File: src/rtl/seg_scan_mux_pkg.sv
// Seven-segment encodings (active-high, a..g = bit 6..0) shared by the
// hex decoder and the scan driver.
package seg_pkg;

  typedef logic [6:0] seg_code_t;

  localparam seg_code_t SEG_0     = 7'h7E;
  localparam seg_code_t SEG_1     = 7'h30;
  localparam seg_code_t SEG_2     = 7'h6D;
  localparam seg_code_t SEG_3     = 7'h79;
  localparam seg_code_t SEG_4     = 7'h33;
  localparam seg_code_t SEG_5     = 7'h5B;
  localparam seg_code_t SEG_6     = 7'h5F;
  localparam seg_code_t SEG_7     = 7'h70;
  localparam seg_code_t SEG_8     = 7'h7F;
  localparam seg_code_t SEG_9     = 7'h7B;
  localparam seg_code_t SEG_A     = 7'h77;
  localparam seg_code_t SEG_B     = 7'h1F;
  localparam seg_code_t SEG_C     = 7'h4E;
  localparam seg_code_t SEG_D     = 7'h3D;
  localparam seg_code_t SEG_E     = 7'h4F;
  localparam seg_code_t SEG_F     = 7'h47;
  localparam seg_code_t SEG_BLANK = 7'h00;

  function automatic seg_code_t hex_to_seg(input logic [3:0] nib);
    case (nib)
      4'h0:    return SEG_0;
      4'h1:    return SEG_1;
      4'h2:    return SEG_2;
      4'h3:    return SEG_3;
      4'h4:    return SEG_4;
      4'h5:    return SEG_5;
      4'h6:    return SEG_6;
      4'h7:    return SEG_7;
      4'h8:    return SEG_8;
      4'h9:    return SEG_9;
      4'hA:    return SEG_A;
      4'hB:    return SEG_B;
      4'hC:    return SEG_C;
      4'hD:    return SEG_D;
      4'hE:    return SEG_E;
      default: return SEG_F;
    endcase
  endfunction

endpackage

File: src/rtl/seg_hex_decode.sv
// Combinational 4-bit hex to active-high seven-segment decoder.
module seg_hex_decode
  import seg_pkg::*;
(
  input  logic [3:0] nib,
  output seg_code_t  seg
);

  assign seg = hex_to_seg(nib);

endmodule

File: src/rtl/seg_scan_mux.sv
// Time-multiplexed multi-digit seven-segment driver: scans a per-frame snapshot
// of hex_in onto one shared segment bus with dead time and selectable polarity.
module seg_scan_mux
  import seg_pkg::*;
#(
  parameter int NUM_DIGITS     = 4,
  parameter int SCAN_DIV       = 50000,
  parameter int DEAD_CYCLES    = 2,
  parameter bit SEG_ACTIVE_LOW = 1'b0,
  parameter bit DIG_ACTIVE_LOW = 1'b1
) (
  input  logic                    clk,
  input  logic                    rst_n,
  input  logic                    en,
  input  logic                    blank_lz,
  input  logic [4*NUM_DIGITS-1:0] hex_in,
  input  logic [NUM_DIGITS-1:0]   dp_in,
  output logic [6:0]              seg,
  output logic                    dp,
  output logic [NUM_DIGITS-1:0]   dig_en,
  output logic                    frame_tick
);

  localparam int PW = $clog2(SCAN_DIV);
  localparam int IW = (NUM_DIGITS > 1) ? $clog2(NUM_DIGITS) : 1;

  localparam logic [PW-1:0]         PRESC_LAST = PW'(SCAN_DIV - 1);
  localparam logic [IW-1:0]         IDX_LAST   = IW'(NUM_DIGITS - 1);
  localparam logic [6:0]            SEG_OFF    = {7{SEG_ACTIVE_LOW}};
  localparam logic                  DP_OFF     = SEG_ACTIVE_LOW;
  localparam logic [NUM_DIGITS-1:0] DIG_OFF    = {NUM_DIGITS{DIG_ACTIVE_LOW}};

  logic [PW-1:0]           presc;
  logic [IW-1:0]           idx;
  logic                    en_d;
  logic [4*NUM_DIGITS-1:0] hex_snap;
  logic [NUM_DIGITS-1:0]   dp_snap;
  logic                    blz_snap;

  logic                    fresh;
  logic                    slot_end;
  logic                    frame_end;
  logic                    in_dead;
  logic [4*NUM_DIGITS-1:0] hex_cur;
  logic [NUM_DIGITS-1:0]   dp_cur;
  logic                    blz_cur;
  logic [NUM_DIGITS-1:0]   blank_mask;
  logic                    above_zero;
  logic [3:0]              cur_nib;
  logic                    cur_dp;
  logic                    cur_blank;
  logic [NUM_DIGITS-1:0]   onehot;
  seg_code_t               dec_seg;
  seg_code_t               lit_seg;

  assign fresh     = en & ~en_d;
  assign slot_end  = (presc == PRESC_LAST);
  assign frame_end = slot_end && (idx == IDX_LAST);
  assign in_dead   = (int'(presc) < DEAD_CYCLES);

  // The first enabled cycle has not captured a snapshot yet, so read the live inputs.
  assign hex_cur = fresh ? hex_in   : hex_snap;
  assign dp_cur  = fresh ? dp_in    : dp_snap;
  assign blz_cur = fresh ? blank_lz : blz_snap;

  always_ff @(posedge clk or negedge rst_n) begin
    if (!rst_n) begin
      presc <= '0;
      idx   <= '0;
    end else if (!en) begin
      presc <= '0;
      idx   <= '0;
    end else if (slot_end) begin
      presc <= '0;
      idx   <= (idx == IDX_LAST) ? '0 : idx + 1'b1;
    end else begin
      presc <= presc + 1'b1;
    end
  end

  always_ff @(posedge clk or negedge rst_n) begin
    if (!rst_n) begin
      en_d     <= 1'b0;
      hex_snap <= '0;
      dp_snap  <= '0;
      blz_snap <= 1'b0;
    end else begin
      en_d <= en;
      if (en && (fresh || frame_end)) begin
        hex_snap <= hex_in;
        dp_snap  <= dp_in;
        blz_snap <= blank_lz;
      end
    end
  end

  // A digit is a leading zero when it and every more significant digit are zero.
  always_comb begin
    above_zero = 1'b1;
    blank_mask = '0;
    for (int k = NUM_DIGITS - 1; k >= 0; k--) begin
      above_zero    = above_zero && (hex_cur[4*k +: 4] == 4'h0);
      blank_mask[k] = blz_cur && above_zero && (k != 0);
    end
  end

  always_comb begin
    cur_nib   = 4'h0;
    cur_dp    = 1'b0;
    cur_blank = 1'b0;
    onehot    = '0;
    for (int k = 0; k < NUM_DIGITS; k++) begin
      if (idx == IW'(k)) begin
        cur_nib   = hex_cur[4*k +: 4];
        cur_dp    = dp_cur[k];
        cur_blank = blank_mask[k];
        onehot[k] = 1'b1;
      end
    end
  end

  seg_hex_decode u_dec (
    .nib (cur_nib),
    .seg (dec_seg)
  );

  assign lit_seg = cur_blank ? SEG_BLANK : dec_seg;

  // XOR with the off level converts active-high codes to the pin polarity.
  always_ff @(posedge clk or negedge rst_n) begin
    if (!rst_n) begin
      seg        <= SEG_OFF;
      dp         <= DP_OFF;
      dig_en     <= DIG_OFF;
      frame_tick <= 1'b0;
    end else if (!en) begin
      seg        <= SEG_OFF;
      dp         <= DP_OFF;
      dig_en     <= DIG_OFF;
      frame_tick <= 1'b0;
    end else begin
      seg        <= lit_seg ^ SEG_OFF;
      dp         <= cur_dp ^ DP_OFF;
      dig_en     <= in_dead ? DIG_OFF : (onehot ^ DIG_OFF);
      frame_tick <= (idx == '0) && (presc == '0);
    end
  end

endmodule

File: config.mk
export PLATFORM = sky130hd
export DESIGN_NAME = seg_scan_mux
export DESIGN_NICKNAME = d
export VERILOG_FILES = /design/src/rtl/seg_scan_mux_pkg.sv /design/src/rtl/seg_hex_decode.sv /design/src/rtl/seg_scan_mux.sv
export SDC_FILE = /design/constraint.sdc
export NUM_CORES = 1
export LEC_CHECK = 0
export ABC_AREA = 0
export CAP_MARGIN = 20
export CORE_ASPECT_RATIO = 0.8
export CORE_MARGIN = 2
export CORE_UTILIZATION = 50
export DETAILED_ROUTE_END_ITERATION = 12
export PLACE_DENSITY_LB_ADDON = 0.3
export SYNTH_ARGS = -nofsm -noshare
export SYNTH_HDL_FRONTEND = slang
export SYNTH_SLANG_ARGS = --single-unit
File: constraint.sdc
create_clock -name clk -period 5.4 [get_ports clk]
set_input_delay 1.08 -clock clk [delete_from_list [all_inputs] [get_ports clk]]
set_output_delay 1.08 -clock clk [all_outputs]
set_load 0.05 [all_outputs]
==> flow_summary_export.csv, run 1 <==
group,metric,value,unit
detailed_routing,drt_iter0_drc,191,
cts,clock_latency,300,ps
finish,area_delta_synth_final,15.4,%
global_routing,grt_pass1_wl,9940,µm
floorplanning,row_count,25,
floorplanning,core,5820,µm²
detailed_routing,finalWirelength,5880,µm
yosys,yosysSeqAreaShare,44.8,%
global_routing,grt_pass1_vias,2008,
worst_setup_path,end_kind,"flop",
sta,maxClockFrequency,267,MHz
cts,post-cts-setup-buffers,0,
finish,fin_nets,352,
yosys,synth_common_cells,"49 x dfrtp_1, 42 x nand2_1, 22 x nor2_1",
sta,clock_skew,8.15,ps
detailed_routing,routedWlPerCell,14.8,µm
yosys,synth_edf_count,0,
finish,drive_gt1_share,17.4,%
hold_path,hold_path_class,"flop to flop",
yosys,syn-num-nets,320,
sta,setup_viol,0,
worst_setup_path,startpoint_type,"primary input",
cts,ctsResizeCount,0,
yosys,yosysMostFrequentCell,"dfrtp_1",
global_routing,antenna_found_initial,0,
cts,cts_buffers,5,
detailed_routing,via_per_inst,5.42,
floorplanning,io_pins,37,
yosys,async_reset_ff_share,100,%
sta,slew-limit-headroom,28.8,%
power_and_ir_drop,leakage,1.46,nW
global_routing,grt_overflow,0,
detailed_routing,drc_errors,0,
sta,final.setup.tns,0,ps
cts,clk_pin_slew,90,ps
yosys,yosys.area.top_type_share,41.2,%
sta,hold_viol,0,
cts,htreeDepth,2,
finish,n_antenna_cell,0,
yosys,synth.avg_cell_area,10.5,µm²
power_and_ir_drop,power,897,µW
worst_setup_path,path_max_fanout,19,
sta,worst_pin_slew,1070,ps
detailed_routing,dr.pass1.iters,4,
sta,layout_min_cycle_time,3750,ps
floorplanning,die_h,73.0,µm
cts,cts.sinks,53,
global_routing,grt_use_total,19.0,%
sta,rsz0062_at_grt,"false",
yosys,ys_ff_latch,53,
worst_setup_path,cp.arrival,3940,ps
yosys,yosys_most_used_dff,"dfrtp_1",
worst_setup_path,worstSetupPathType,"primary input to flop",
floorplanning,die_x,90.2,µm
worst_setup_path,crit_required,5600,ps
detailed_routing,drtAntennaViolNets,0,
yosys,yosysTopAreaCell,"dfrtp_1",
run,max-cap-violations,0,
global_routing,grt_max_degree,54,
cts,ctsHoldBuffers,0,
cts,cts_tree,"yes",
power_and_ir_drop,powerDensity,261,nW/µm²
detailed_routing,vias,2153,
cts,clockBufferDepth,2,
placed_design,io_buffers,36,
sta,fin_crit_sh,69.4,%
placed_design,gp_congestion,0.829,
yosys,yosysWarnings,0,
yosys,synthCells,283,
yosys,netlist_area,2970,µm²
floorplanning,dieArea,6580,µm²
cts,clk_root_buffer_cell,"clkbuf_8",
floorplanning,start_util,51.1,%
sta,finalMaxSlewViolations,0,
power_and_ir_drop,vdd_drop_max,132,µV
yosys,synth.top_cells.by_area,"dfrtp_1 41%, mux2_2 8.0%, ha_1 5.5%",
yosys,synth_cell_type_count,53,
outcome,outcome,"complete, no violations",
placed_design,place_hpwl,4180,µm
-- where the power goes --
group / switching [mW] / internal, mW
Sequential: 0.0219 / 0.433
Combinational: 0.120 / 0.0927
Clock: 0.125 / 0.105
-- worst max-delay path: stages --
cell,delay [ps]
clkdlybuf4s50_1,650
nor2b_1,250
buf_4,200
nand2_1,80
a21boi_0,90
o41ai_2,630
inv_1,190
ha_1,280
inv_1,110
o21ai_1,80
a221oi_1,300
-- area by class of cell --
class / count / area [µm²]
Timing Repair Buffer: 39 / 378
Inverter: 11 / 41.3
Fill cell: 501 / 2390
Multi-Input combinational cell: 205 / 1490
Sequential cell: 53 / 1330
Tap cell: 81 / 101
Clock buffer: 8 / 90.1
-- state kept, by name, summed over array words and instances, names as in the netlist --
name,flops
hex_snap,16
presc,16
seg,7
dig_en,4
dp_snap,4
idx,2
blz_snap,1
dp,1
en_d,1
frame_tick,1
-- per-stage QoR --
stage	worst slack, ps	area (µm²)	instances	hold slack, ps	util (%)
6_report	1650	3430	397	519	59.0
5_1_grt	1340	3430	397	534	59.0
4_1_cts	1650	3420	396	518	58.8
3_5_place_dp	1330	3330	388	495	57.3
3_3_place_gp	1530	3330	388	492	57.3
2_1_floorplan	2540	2970	283	475	-
-- metal layers --
layer	wire, µm	vias to the layer above	global-route usage, %
met3	294	5	3.93
met5	0	-	0
met1	2970	1039	28.4
met2	2560	59	28.1
met4	53	0	5.47
li1	-	1050	-
-- cells in the final DEF (no fill, tap or decap), types with 3 or more instances in the layout --
cell type	Yosys	routed
nand3_1	8	8
nor2_1	22	22
mux2_2	21	21
o41ai_2	3	3
o41ai_1	4	4
o21ai_1	3	3
and3_1	4	4
a21boi_0	3	3
xnor2_1	6	6
inv_1	11	11
clkdlybuf4s50_1	0	35
xor2_1	7	7
nand2_1	42	42
mux2i_1	9	9
dfrtp_1	49	49
a31oi_1	4	4
a21oi_1	9	9
ha_1	13	13
nand4_1	4	4
a211oi_1	3	3
dfstp_2	4	4
clkbuf_8	0	6
nor4_1	4	4
-- final timing paths --
| check | to | slack (ps) | cells after the start | startpoint |
|---|---|---|---|---|
| worst max-delay path | seg[0] | 1650 | 11 | en |
| worst min register to register | hex_snap[0] | 520 | 1 | hex_snap[0] |
| min in group asynchronous | hex_snap[6] | 900 | 2 | rst_n |
| worst min-delay path | hex_snap[0] | 520 | 1 | hex_snap[0] |
| max in group asynchronous | hex_snap[12] | 4080 | 2 | rst_n |
| worst max register to register | seg[0] | 2510 | 10 | idx[1] |
-- kinds of logic after synthesis --
logic type / after synthesis / share of synthesized area (%)
AOI/OAI and AO/OA: 44 / 12.4
adders and majority gates: 13 / 5.47
and+or+nand+nor: 105 / 17.4
muxes: 30 / 11.0
DFF: 53 / 44.8
xor gates and xnor gates: 13 / 3.83
buffers and inverters: 25 / 5.17
Note: power is estimated with default switching activity, not from simulation.
==> run 2, diff against run 1 <==
clock period = 3.89 ns   (was 5.4 ns; I/O delays follow)
==> run 2 against run 1 <==
  * Combinational power grew 41%
  * Hold slack lost 7.6 ps
  * Critical path type unchanged
  * Critical endpoint is now seg[5]
  * Core utilization grew 0.39 points
  * Register-to-register slack lost 1400 ps
  * Cell count grew 0.76%
  * Clock-buffer cell count is the same
  * Clock skew grew 0.51 ps
  * Wire length grew 0.20%
  * Sequential share of layout area shrank 0.25 points
  * Power grew 40%
  * Setup slack lost 860 ps
==> flow_summary_export.csv, run 2 (same netlist as run 1, synthesis figures left out) <==
group,metric,value,unit
outcome,outcome,"complete, no violations",
detailed_routing,drtAntennaViolNets,0,
worst_setup_path,crit_required,4060,ps
sta,rsz0062_at_grt,"false",
finish,fillers,493,
worst_setup_path,cp-startpoint,"en",
cts,cts.sinks,53,
finish,layout_commonest_cell,"dfrtp_1",
power_and_ir_drop,powerDensity,362,nW/µm²
cts,ctsHoldBuffers,0,
worst_setup_path,slowest_delay,560,ps
sta,slew-limit-headroom,49.9,%
floorplanning,io_pins,37,
worst_setup_path,worstSetupPathType,"primary input to flop",
cts,clockBufferDepth,2,
worst_setup_path,ff2ff_path_depth,9,
cts,cts_buffers,5,
worst_setup_path,worst-path-buf-inv,3,
finish,final_cell_area,3450,µm²
worst_setup_path,endpoint,"seg[5]",
worst_setup_path,startpoint_type,"primary input",
global_routing,antenna_found_initial,0,
sta,hold_viol,0,
floorplanning,row_count,25,
detailed_routing,dr.pass1.iters,4,
sta,setup_viol,0,
global_routing,grt_pass1_wl,10100,µm
finish,final_cell_mix,"49 x dfrtp_1, 42 x nand2_1, 35 x clkdlybuf4s50_1",
power_and_ir_drop,power,1.25,mW
floorplanning,core,5820,µm²
finish,area_delta_synth_final,16.1,%
worst_setup_path,cpMaxStageDelayCell,"o41ai_2",
floorplanning,die_x,90.2,µm
floorplanning,start_util,51.1,%
sta,final.setup.tns,0,ps
cts,ctsResizeCount,0,
finish,n_antenna_cell,0,
floorplanning,die_h,73.0,µm
run,max-cap-violations,0,
finish,multi_input_area,1490,µm²
global_routing,grt_max_degree,35,
sta,worst_pin_slew,751,ps
sta,layout_min_cycle_time,3100,ps
detailed_routing,via_per_inst,5.40,
sta,clock_skew,8.65,ps
cts,cts_tree,"yes",
finish,reg_top3,"hex_snap x16, presc x16, seg x7",
detailed_routing,routedWlPerCell,14.7,µm
worst_setup_path,cp_common_cell,"a211oi_1",
finish,post-route-util,59.4,%
worst_setup_path,path_max_fanout,21,
hold_path,hold_path_class,"flop to flop",
worst_setup_path,cp.arrival,3270,ps
placed_design,place_hpwl,4230,µm
sta,fin_crit_sh,79.7,%
detailed_routing,drt_iter0_drc,134,
placed_design,post_dp_cell_area,3360,µm²
cts,clk_pin_slew,90,ps
cts,htreeDepth,2,
worst_setup_path,r2r_setup_slack,1120,ps
sta,hold_ws,511,ps
worst_setup_path,reg2reg_to,"seg[5]",
global_routing,grt_pass1_vias,2127,
finish,drive_gt1_share,18.2,%
global_routing,grt_use_total,19.3,%
detailed_routing,finalWirelength,5890,µm
sta,maxClockFrequency,323,MHz
cts,clk_root_buffer_cell,"clkbuf_8",
worst_setup_path,path_cells,"clkdlybuf4s50_1 -> buf_4 -> nand2b_4 -> nand2_1 -> a21boi_0 -> o41ai_2 -> inv_1 -> ha_1 -> a211oi_1 -> a211oi_1",
global_routing,grt_overflow,0,
worst_setup_path,end_kind,"flop",
placed_design,io_buffers,36,
finish,fin_nets,355,
power_and_ir_drop,leakage,1.48,nW
worst_setup_path,cp_top_family,"compound AO/OA/AOI/OAI gates",
finish,seq_area,1330,µm²
hold_path,holdPathStages,1,
sta,finalMaxSlewViolations,0,
floorplanning,dieArea,6580,µm²
worst_setup_path,cp_num_cells,10,
detailed_routing,drc_errors,0,
detailed_routing,vias,2160,
power_and_ir_drop,vdd_drop_max,196,µV
cts,clock_latency,300,ps
cts,post-cts-setup-buffers,0,
worst_setup_path,r2r-start,"idx[1]",
placed_design,gp_congestion,0.821,
## run 2: cell count changes in the layout (fill, tap and decap cells not counted), sizes merged
cell    previous run  this run
buf                3         7
clkbuf             9         8
## run 2: worst reg2reg max path, cell delays in order, from the launching register on
cell	delay (ps)
dfrtp_1	420
inv_1	90
ha_1	370
nand2b_1	330
a21oi_1	100
o41ai_2	490
inv_1	170
ha_1	340
a211oi_1	250
a211oi_1	90
## run 2: layer usage
layer	global-route usage (%)	wire, µm	up-vias
met5	0	0	-
li1	-	-	1057
met3	4.03	193	2
met4	6.32	32	0
met2	29.2	2610	42
met1	28.0	3060	1059
## run 2: final cells by class
cell class                      instances  area share [%]
Tap cell                               81            2.93
Multi-Input combinational cell        205            43.1
Clock buffer                            8            2.61
Sequential cell                        53            38.6
Inverter                               11            1.20
Timing Repair Buffer                   42            11.6
## run 2: how the worst min path moves through the flow
stage / endpoint / start
after floorplan: blz_snap / rst_n
after global placement: dp_snap[0] / dp_snap[0]
after detailed placement: dp_snap[3] / dp_snap[3]
after CTS: dp_snap[3] / dp_snap[3]
after global routing: dp_snap[3] / dp_snap[3]
final: dp_snap[3] / dp_snap[3]
## run 2: power breakdown
part           total (mW)  switching (mW)  internal [mW]  leakage (nW)
clock network       0.322           0.176          0.146        0.0455
registers           0.631          0.0300          0.601         0.662
logic               0.299           0.166          0.133         0.771
total                1.25           0.372          0.880          1.48
## run 2: per-stage QoR
step	std cells	setup WS [ps]
after global routing	400	507
after CTS	400	791
after detailed placement	392	468
final	400	790
after global placement	392	616
after floorplan	283	1340
